### config.mk
export PLATFORM = sky130hd
export DESIGN_NAME = pl_bus_tx_sched
export DESIGN_NICKNAME = d
export VERILOG_FILES = /design/src/rtl/pl_bus_tx_sched.sv
export SDC_FILE = /design/constraint.sdc
export NUM_CORES = 1
export LEC_CHECK = 0
export CORE_UTILIZATION = 40
export CTS_CLUSTER_DIAMETER = 30
export CTS_CLUSTER_SIZE = 12
export DETAILED_ROUTE_END_ITERATION = 7
export HOLD_SLACK_MARGIN = 0.12
export PLACE_DENSITY = 0.66
export SLEW_MARGIN = 20
export SYNTH_ARGS = -nofsm -noshare
export SYNTH_HDL_FRONTEND = slang
export SYNTH_SLANG_ARGS = --single-unit
export TNS_END_PERCENT = 50
### constraint.sdc
create_clock -name clk -period 3 [get_ports clk]
set_input_delay 0.6 -clock clk [delete_from_list [all_inputs] [get_ports clk]]
set_output_delay 0.6 -clock clk [all_outputs]
set_load 0.01 [all_outputs]
### src/rtl/pl_bus_tx_sched.sv
// pl_bus_tx_sched: round-robin scheduler that shares one PL-bus frame
// transmitter among NREQ requesters. It sequences each frame through
// start, wait-for-done (with timeout abort) and an enforced inter-frame gap.
module pl_bus_tx_sched #(
    parameter int unsigned NREQ    = 2,
    parameter int unsigned LEN_W   = 16,
    parameter int unsigned GAP_CYC = 8,
    parameter int unsigned TO_CYC  = 65535
) (
    input  logic                  clk,
    input  logic                  rst,
    input  logic [NREQ-1:0]       req,
    input  logic [NREQ*LEN_W-1:0] req_len,
    output logic [NREQ-1:0]       gnt,
    output logic [NREQ-1:0]       done,
    output logic [NREQ-1:0]       err,
    output logic                  tx_start,
    output logic [LEN_W-1:0]      tx_len,
    output logic [2:0]            tx_sel,
    output logic                  tx_abort,
    input  logic                  tx_busy,
    input  logic                  tx_done,
    output logic                  tx_ting,
    output logic                  tx_cmpt
);

    localparam int unsigned TO_W  = $clog2(TO_CYC + 1);
    localparam int unsigned GAP_W = $clog2(GAP_CYC + 1);
    localparam logic [TO_W-1:0]  TO_LAST  = TO_W'(TO_CYC - 1);
    localparam logic [GAP_W-1:0] GAP_LAST = GAP_W'(GAP_CYC - 1);

    typedef enum logic [1:0] {
        S_IDLE,
        S_START,
        S_WAIT,
        S_GAP
    } state_t;

    state_t            state, state_n;
    logic [2:0]        ptr, ptr_n;
    logic [TO_W-1:0]   to_cnt, to_cnt_n;
    logic [GAP_W-1:0]  gap_cnt, gap_cnt_n;

    logic [NREQ-1:0]   gnt_n, done_n, err_n;
    logic              tx_start_n, tx_abort_n, tx_ting_n, tx_cmpt_n;
    logic [LEN_W-1:0]  tx_len_n;
    logic [2:0]        tx_sel_n;

    logic              found;
    logic [2:0]        win;
    logic [NREQ-1:0]   win_oh;
    logic [LEN_W-1:0]  win_len;

    // Round-robin pick: first request at or after ptr, else first request from bit 0
    always_comb begin
        found   = 1'b0;
        win     = '0;
        win_oh  = '0;
        win_len = '0;
        for (int unsigned i = 0; i < NREQ; i++) begin
            if (!found && req[i] && (i >= 32'(ptr))) begin
                found     = 1'b1;
                win       = 3'(i);
                win_oh[i] = 1'b1;
                win_len   = req_len[i*LEN_W +: LEN_W];
            end
        end
        for (int unsigned i = 0; i < NREQ; i++) begin
            if (!found && req[i]) begin
                found     = 1'b1;
                win       = 3'(i);
                win_oh[i] = 1'b1;
                win_len   = req_len[i*LEN_W +: LEN_W];
            end
        end
    end

    // Next-state and next-output logic; every output is registered below
    always_comb begin
        state_n    = state;
        ptr_n      = ptr;
        to_cnt_n   = to_cnt;
        gap_cnt_n  = gap_cnt;
        gnt_n      = gnt;
        tx_len_n   = tx_len;
        tx_sel_n   = tx_sel;
        done_n     = '0;
        err_n      = '0;
        tx_start_n = 1'b0;
        tx_abort_n = 1'b0;
        tx_cmpt_n  = 1'b0;

        unique case (state)
            S_IDLE: begin
                if (found) begin
                    state_n  = S_START;
                    gnt_n    = win_oh;
                    tx_sel_n = win;
                    tx_len_n = win_len;
                    ptr_n    = (32'(win) == NREQ - 1) ? 3'd0 : win + 3'd1;
                end
            end
            S_START: begin
                // Zero-length frames complete without touching the transmitter
                // and skip the gap, since nothing went out on the bus.
                if (tx_len == '0) begin
                    done_n    = gnt;
                    tx_cmpt_n = 1'b1;
                    gnt_n     = '0;
                    tx_sel_n  = '0;
                    tx_len_n  = '0;
                    state_n   = S_IDLE;
                end else if (!tx_busy) begin
                    tx_start_n = 1'b1;
                    to_cnt_n   = '0;
                    state_n    = S_WAIT;
                end
            end
            S_WAIT: begin
                // tx_done is tested first so it wins over a simultaneous timeout
                if (tx_done) begin
                    done_n    = gnt;
                    tx_cmpt_n = 1'b1;
                    gnt_n     = '0;
                    tx_sel_n  = '0;
                    tx_len_n  = '0;
                    gap_cnt_n = '0;
                    state_n   = S_GAP;
                end else if (to_cnt == TO_LAST) begin
                    err_n      = gnt;
                    tx_abort_n = 1'b1;
                    tx_cmpt_n  = 1'b1;
                    gnt_n      = '0;
                    tx_sel_n   = '0;
                    tx_len_n   = '0;
                    gap_cnt_n  = '0;
                    state_n    = S_GAP;
                end else begin
                    to_cnt_n = to_cnt + 1'b1;
                end
            end
            S_GAP: begin
                if (gap_cnt == GAP_LAST) begin
                    state_n = S_IDLE;
                end else begin
                    gap_cnt_n = gap_cnt + 1'b1;
                end
            end
            default: state_n = S_IDLE;
        endcase

        tx_ting_n = (state_n != S_IDLE);
    end

    // State, counters and registered outputs; synchronous reset clears everything
    always_ff @(posedge clk) begin
        if (rst) begin
            state    <= S_IDLE;
            ptr      <= '0;
            to_cnt   <= '0;
            gap_cnt  <= '0;
            gnt      <= '0;
            done     <= '0;
            err      <= '0;
            tx_start <= 1'b0;
            tx_len   <= '0;
            tx_sel   <= '0;
            tx_abort <= 1'b0;
            tx_ting  <= 1'b0;
            tx_cmpt  <= 1'b0;
        end else begin
            state    <= state_n;
            ptr      <= ptr_n;
            to_cnt   <= to_cnt_n;
            gap_cnt  <= gap_cnt_n;
            gnt      <= gnt_n;
            done     <= done_n;
            err      <= err_n;
            tx_start <= tx_start_n;
            tx_len   <= tx_len_n;
            tx_sel   <= tx_sel_n;
            tx_abort <= tx_abort_n;
            tx_ting  <= tx_ting_n;
            tx_cmpt  <= tx_cmpt_n;
        end
    end

endmodule
After elaboration in Yosys (flattened, before gate mapping)
Cells that the tools add are included.
{"block": "op_classes", "add_sub_neg": 3, "mul": 0, "reduce_logical": 21, "bitwise_logic": 3, "n_shift": 0, "n_eq_ne": 14, "magnitude_cmp": 2, "div": 0, "muxes": 54}
{"cell": "16-bit 2-to-1 mux", "count": 12}
{"cell": "16-bit case mux with 3 select lines", "count": 1}
{"cell": "16-bit case mux with 2 select lines", "count": 1}
{"cell": "2-bit 2-to-1 mux", "count": 12}
{"cell": "3-bit 2-to-1 mux", "count": 7}
{"cell": "16-bit by 1-bit adder with 16-bit output (second input constant)", "count": 1}
{"cell": "16-bit == test (second input constant)", "count": 1}
{"cell": "16-bit zero test", "count": 1}
{"cell": "2-bit != test (second input constant)", "count": 7}
{"cell": "1-bit 2-to-1 mux", "count": 12}
{"cell": "4-bit 2-to-1 mux", "count": 3}
{"cell": "3-bit case mux with 3 select lines", "count": 1}
{"cell": "2-bit case mux with 4 select lines", "count": 1}
{"cell": "4-bit case mux with 2 select lines", "count": 1}
{"cell": "1-bit by 3-bit greater-or-equal comparator with 1-bit output (first input constant)", "count": 2}
{"cell": "2-bit case mux with 3 select lines", "count": 1}
{"cell": "2-bit nonzero test", "count": 3}
{"cell": "3-bit OR reduction", "count": 2}
{"cell": "1-bit logical AND", "count": 5}
{"cell": "5-bit AND reduction", "count": 1}
{"cell": "4-bit by 1-bit adder with 4-bit output (second input constant)", "count": 1}
{"cell": "2-bit == test (second input constant)", "count": 2}
{"cell": "4-bit by 3-bit == test with 1-bit output (second input constant)", "count": 1}
{"cell": "2-bit case mux with 2 select lines", "count": 1}
{"cell": "other kinds (13)", "count": 17}
{"block": "totals", "romBits": 0, "output_inout_bits": 29, "register_bits": 54, "ram_bits": 0, "memories": 0, "latchBits": 0, "word_cells": 110}

Logic depth before layout (Yosys ltp)
Gate-level depths: netlist of run 1.
{"block": "depth", "word_depth": 16, "depth_mapped": 8, "ltp_nobuf": 7}

Worst setup path after synthesis of run 1
Ideal clock, no wire load.
{"block": "synth_path", "path_type": "flip-flop to flip-flop", "from": "reg to_cnt[0]", "to": "reg tx_len[1]", "n_path_buf": 1, "path_slack_ns": 0.921, "setup_ns": 0.081, "arrival_time_ns": 1.998, "synth_period_minus_slack_ns": 2.079, "required_time_ns": 2.919, "path_stages_with_launch": 9, "path_cell_list": "dfxtp_1 inv_1 ha_1 nand4_1 or4_4 a211oi_4 buf_6 nor2_2 a211oi_2"}
{"block": "synth_via", "elab_chain_len": 3}
{"element": "start: declaration", "line": "41", "text": "logic [TO_W-1:0] to_cnt, to_cnt_n;"}
{"element": "start signal: assignment", "line": "174", "text": "to_cnt <= to_cnt_n;"}
{"element": "16-bit == test", "line": "129", "text": "end else if (to_cnt == TO_LAST) begin"}
{"element": "3-bit != test (no line)"}
{"element": "4-bit AND reduction (no line)"}
{"element": "end signal: assignment", "line": "180", "text": "tx_len <= tx_len_n;"}
{"element": "end: declaration", "line": "18", "text": "output logic [LEN_W-1:0] tx_len,"}
No other way between the ends.
A chain may end at the register's enable or synchronous reset.

Worst setup path after layout of run 1
{"block": "layout_path", "from": "reg to_cnt[0]", "to": "reg tx_len[14]"}
Same word-level chain as after synthesis.

==> summary.txt, run 1 <==
detailed-placement wirelength estimate -> 4.494 mm
Setup Fix Bufs, Post-CTS -> 0
Core ar. -> 0.006026 mm²
area leader, netlist -> dfxtp_1
DR vias -> 2358
grt ovf -> 0
Worst Path Class, Setup -> flop to flop
worst setup margin -> 457.9 ps
Synth Cell Area -> 0.002531 mm²
cts hold-fix bufs -> 0
Detailed Route WL -> 6.381 mm
Non-Filler Instances -> 424
placed cells -> 416
Synth top area share -> 39.55%
YS warnings -> 0
Worst Max-Slew Pin Slew -> 886.7 ps
first-pass GRT wire length -> 9.756 mm
Area growth syn-to-layout -> 32.13%
vias in the first global route -> 2029
Post-synth top cells -> 50 x dfxtp_1, 25 x nor2_1, 23 x a21oi_1
overall routing resource usage -> 19.25%
WL/cell -> 15.05 µm
Power Density -> 660.6 mW/mm²
# DRC -> 0
Die Height -> 81.55 µm
Worst Path Required -> 3220 ps
WP data arrival -> 2760 ps
reg-to-reg endpoint -> tx_len[14]
max-cap check violation count -> 0
end point of the critical path -> tx_len[14]
fin crit share -> 84.74%
largest net degree at the start of global routing -> 30
Final TNS setup -> 0 ps
min-delay src -> tx_sel[0]
Die ar. -> 0.006650 mm²
dpl ws -> 178.9 ps
Max IR drop VDD -> 0.3317 mV
maximum fanout along the worst path -> 14
Slew Limit Fails -> 0
hold depth -> 2
CP Launch Point -> to_cnt[0]
ANT cells -> 0
Post-Synthesis Cells -> 284
Final Setup Violations -> 0
post-layout minimum cycle time -> 2542 ps
Post-synth top flop -> dfxtp_1
dominant cell by count in the synthesized netlist -> dfxtp_1
I/O Pins -> 67
routed vias/inst -> 5.561
CTS clock-pin slew for the worst setup and hold paths -> 90 ps
H-tree depth -> 2
sequential area share after synthesis -> 39.55%
synth top area cells -> dfxtp_1 40%, a211oi_2 6.4%, a22oi_1 4.7%, a21oi_1 4.5%, nor2_1 3.7%
DRT Pass-1 Iters -> 4
CTS tree -> done
post-synth cell types -> 48
worst r2r src -> to_cnt[0]
1st-iter DRT viols -> 147
initial antenna violation count -> 0
routability congestion estimate -> 0.8334
met2 usage -> 31.17%
M3 GR Usage -> 5.222%
Worst-Skew Late Latency -> 300 ps
Initial Utilization -> 42.01%
leakage -> 0.001126 µW
post-route ant nets -> 0
FFs w/ async S/R, synth -> 0%
Synth Register Bits -> 50
Nets -> 394
flop-to-flop setup slack -> 460 ps
FF-to-FF path depth -> 8
CTS Buffer Depth -> 2
TritonCTS buffer count -> 5
share of cells above drive strength 1 -> 12.32%
Final Hold Vio Count -> 0
GR Util met1 -> 24.97%
Sink Count -> 50
Most Crowded Layer GR -> met2
Die Span X -> 81.55 µm
Slew headroom -> 40.78%
max frequency -> 393.4 MHz
status -> finished, final reports clean
HP Class -> flop to flop
# port buffers -> 64
Post-Syn Area per Cell -> 8.913 µm²
crit path launch type -> flop
RSZ-0062 raised after global routing -> no
post-layout util -> 55.50%
Pwr Total -> 2209 µW
row count -> 28
skew final -> 9.702 ps
Post-synth EDFFs -> 0
crit end category -> flop
Clock Tree Root -> clkbuf_8
## metal layers
layer  share of wire (%)  vias to the layer above  routed length [µm]
met5                   0                        -                   0
met4                0.63                        0                  40
met3                 3.6                        2                 228
met2                  47                       44                2979
met1                  49                     1113                3132
li1                    -                     1199                   -
## cell families (layout without fill, tap and decap cells)
group | count (synthesis) | count (layout) | share of synthesized area, %
mux | 4 | 4 | 1.631
buf+inv | 33 | 96 | 6.030
other cells | 1 | 2 | 0.1482
simple gates | 94 | 94 | 20.22
fa+ha+maj | 7 | 7 | 3.460
flops | 50 | 50 | 39.55
compound gates | 95 | 96 | 28.97
## per-stage QoR
step,hold WS [ps],area [µm²]
after floorplan,452.2,2535
final,480.2,3344
after global routing,519.3,3344
after detailed placement,466.2,3253
after CTS,481.3,3332
after global placement,463.3,3253
## worst min path at each step
stage | to | slack, ps
final | tx_sel[0] | 480
after global routing | done[0] | 520
after CTS | tx_sel[0] | 480
after detailed placement | tx_sel[0] | 470
after global placement | tx_sel[0] | 460
after floorplan | to_cnt[15] | 450
## worst max-delay path, stage by stage (launching register included)
cell and delay (ps):
dfxtp_1 350, inv_1 90, ha_1 140, nand4_1 110
or4_4 600, a211oi_4 560, buf_4 340, nor2_1 70
a211oi_2 180
## cell usage in the layout, fill, tap and decap left out, types with 2 or more instances in the layout
master | netlist | layout
clkbuf_8 | 0 | 5
o31ai_1 | 12 | 12
a21oi_1 | 23 | 23
inv_1 | 15 | 15
o21ai_0 | 8 | 7
or4_1 | 11 | 11
ha_1 | 7 | 7
dfxtp_1 | 50 | 50
nor3_1 | 3 | 3
nand4_1 | 6 | 6
mux2i_1 | 3 | 3
or3_1 | 4 | 4
clkdlybuf4s50_1 | 0 | 64
nor2_2 | 3 | 3
clkinv_2 | 0 | 2
nor2_1 | 25 | 25
nand2b_1 | 5 | 5
a211o_1 | 2 | 2
nand3_1 | 10 | 10
conb_1 | 1 | 2
a211oi_1 | 5 | 4
a311oi_1 | 2 | 2
buf_4 | 3 | 10
and2_1 | 2 | 2
nand2_1 | 11 | 11
o21bai_1 | 2 | 2
nor4_1 | 8 | 8
a211oi_2 | 13 | 15
a22oi_1 | 16 | 16
## area by class of cell
class,count,area [µm²]
repair buffers,74,715.7
well taps,75,93.84
fillers,584,2681
flip-flops and latches,50,1001
clock buffers,5,68.82
clock inverters,2,10.01
inverters,15,56.30
multi-input cells,203,1399
## state kept, by name, summed over array words and instances (netlist names)
signal    cells
gap_cnt       4
tx_cmpt       1
gnt           2
err           2
state         2
done          2
tx_sel        1
to_cnt       16
tx_ting       1
tx_abort      1
tx_len       16
ptr           1
tx_start      1
## power by group
part           internal [µW]  total, µW  switching, µW
clock network            157        377            220
registers                778        868           90.2
logic                    455        964            509
total                   1390       2210            820
## timing repair
item | 4_1_cts | 5_1_grt
hold endpoints to repair | 0 | 0
setup endpoints to repair | 0 | 2
gates resized for setup | 0 | 0
Power figures use the tool's default switching activity.
==> inputs of run 2 (changes only) <==
Settings changed: PLACE_DENSITY 0.66 to 0.69.
Clock period 3 ns to 2 ns, I/O delays scaled along.
==> run 2 against run 1 <==
Net effect: sequential cell count stayed put; setup slack worse by 430 ps; non-clock buffer count is 44 higher; critical endpoint is now to_cnt[13]; die area stayed put; sequential share of layout area is 4.6 points lower; largest power group unchanged; critical path depth stayed put.
==> summary.txt, run 2 (synthesized netlist as in run 1, its figures left out) <==
status -> finished, final reports clean
post-layout minimum cycle time -> 1977 ps (-565.2 ps)
Pwr Total -> 4108 µW (+86%)
overall routing resource usage -> 22.03% (+2.8 points)
1st-iter DRT viols -> 61 (-59%)
vias in the first global route -> 2465 (+21%)
Final Setup Violations -> 0 (unchanged)
WL/cell -> 15.68 µm (+4.2%)
# port buffers -> 64 (unchanged)
Power Density -> 1034 mW/mm² (+57%)
largest registers -> to_cnt: 16 flops, tx_len: 16 flops, gap_cnt: 4 flops
multi-input logic area -> 0.001554 mm² (+11%)
initial antenna violation count -> 0 (unchanged)
grt ovf -> 0 (unchanged)
placed cells -> 454 (+9.1%)
row count -> 28 (unchanged)
post-route ant nets -> 0 (unchanged)
leakage -> 0.001414 µW (+26%)
share of cells above drive strength 1 -> 31.22% (+19 points)
Worst Path Required -> 2250 ps (-970 ps)
Nets -> 438 (+11%)
first-pass GRT wire length -> 11.36 mm (+16%)
CTS clock-pin slew for the worst setup and hold paths -> 100 ps (about the same)
Max IR drop VDD -> 0.6700 mV (+100%)
crit end category -> flop
max frequency -> 505.9 MHz (+29%)
commonest non-fill, non-tap cells in the layout -> 64 x clkdlybuf4s50_1, 46 x dfxtp_1, 44 x buf_4
Worst Path Class, Setup -> flop to flop
Die Span X -> 81.55 µm (unchanged)
maximum fanout along the worst path -> 5 (-9)
Clk pwr share -> 18.8% (+1.7 points)
routability congestion estimate -> 0.8224 (-1.3%)
Slew Limit Fails -> 0 (unchanged)
TritonCTS buffer count -> 5 (unchanged)
# DRC -> 0 (unchanged)
HP Class -> flop to flop
most common cell after layout, fill and taps aside -> clkdlybuf4s50_1
CTS Buffer Depth -> 2 (unchanged)
Detailed Route WL -> 7.356 mm (+15%)
max-cap check violation count -> 0 (unchanged)
Initial Utilization -> 42.01% (unchanged)
CTS tree -> done
Worst-Skew Late Latency -> 310 ps (about the same)
Sink Count -> 50 (unchanged)
Sequential cell area -> 0.001006 mm² (+0.50%)
placed cell area -> 0.003601 mm² (+11%)
cts hold-fix bufs -> 0 (unchanged)
DRT Pass-1 Iters -> 4 (unchanged)
ANT cells -> 0 (unchanged)
Flop pwr share -> 32.6% (-6.7 points)
fin crit share -> 98.84% (+14 points)
Psw -> 1460 µW (+78%)
Final Hold Vio Count -> 0 (unchanged)
design area -> 0.003973 mm² (+19%)
DR vias -> 2615 (+11%)
Non-Filler Instances -> 469 (+11%)
worst hold slack -> 480.7 ps (+0.5440 ps)
WP data arrival -> 2220 ps (-540 ps)
routed vias/inst -> 5.576 (+0.26%)
Core ar. -> 0.006026 mm² (unchanged)
Clock Tree Root -> clkbuf_8
Die Height -> 81.55 µm (unchanged)
Die ar. -> 0.006650 mm² (unchanged)
switch share -> 35.54% (-1.5 points)
detailed-placement wirelength estimate -> 5.051 mm (+12%)
H-tree depth -> 2 (unchanged)
P_int -> 2648 µW (+91%)
worst setup margin -> 23.17 ps (-434.8 ps)
crit path launch type -> flop
Area growth syn-to-layout -> 56.95%
skew final -> 13.51 ps (+3.808 ps)
dpl ws -> -268.9 ps (-447.7 ps)
largest net degree at the start of global routing -> 30 (unchanged)
I/O Pins -> 67 (unchanged)
Fill cells -> 500 (-14%)
Logic pwr share -> 48.6% (+4.9 points)
RSZ-0062 raised after global routing -> yes
==> run 2: cell count changes in the layout (fill, tap and decap cells not counted), moves of 5 or more <==
cell and delta:
a21oi_1 -6, a21oi_2 +6, buf_12 +5, buf_4 +34, nor2_1 -6
==> run 2: what timing repair did <==
item                       CTS  global route
setup buffers                3             2
resized for setup            7            41
setup endpoints to repair   24            37
pin swaps                    7             8
gates cloned                 2             1
==> run 2: stage by stage <==
stage,utilization (%),setup TNS (ps)
after global placement,59.76,-3057
after detailed placement,59.76,-3903
after CTS,63.06,-84.92
final,65.93,0
after floorplan,-,-51.00
after global routing,65.93,-265.3
==> run 2: cell type report <==
class / count / share of cell area [%]
multi-input combinational: 203 / 39.12
timing repair buffer: 118 / 28.72
sequential: 50 / 25.32
tap: 75 / 2.362
clock buffer: 6 / 2.079
inverter: 15 / 1.417
clock inverter: 2 / 0.9764
==> run 2: power groups by stage <==
stage / registers (µW) / logic, µW / clock network (µW)
floorplan: 1380 / 834 / 0
global placement: 1310 / 1650 / 0
detailed placement: 1320 / 1660 / 0
CTS: 1300 / 1820 / 783
global route: 1370 / 2150 / 825
finish: 1340 / 2000 / 771
==> run 2: routing by layer <==
layer	global-route usage, %	share of wire (%)	vias up
met5	0	0	-
met4	7.857	1.4	0
met3	3.667	2.2	12
met2	38.75	52	42
met1	26.77	44	1275
li1	-	-	1286
==> run 2: worst paths after layout <==
check                           slack [ps]         end  startpoint  depth (start not counted)
worst max register to register          20  to_cnt[13]   to_cnt[0]                          8
worst max-delay path                    20  to_cnt[13]   to_cnt[0]                          8
worst min-delay path                   480     done[0]      gnt[0]                          2
worst min register to register         480     done[0]      gnt[0]                          2
==> run 2: critical path, cell delays in order, from the launching register on <==
cell,delay [ps]
dfxtp_2,350
inv_2,40
ha_2,170
nand4_1,90
nor4_1,60
buf_4,150
a2111o_1,440
or4_4,500
a21oi_2,130
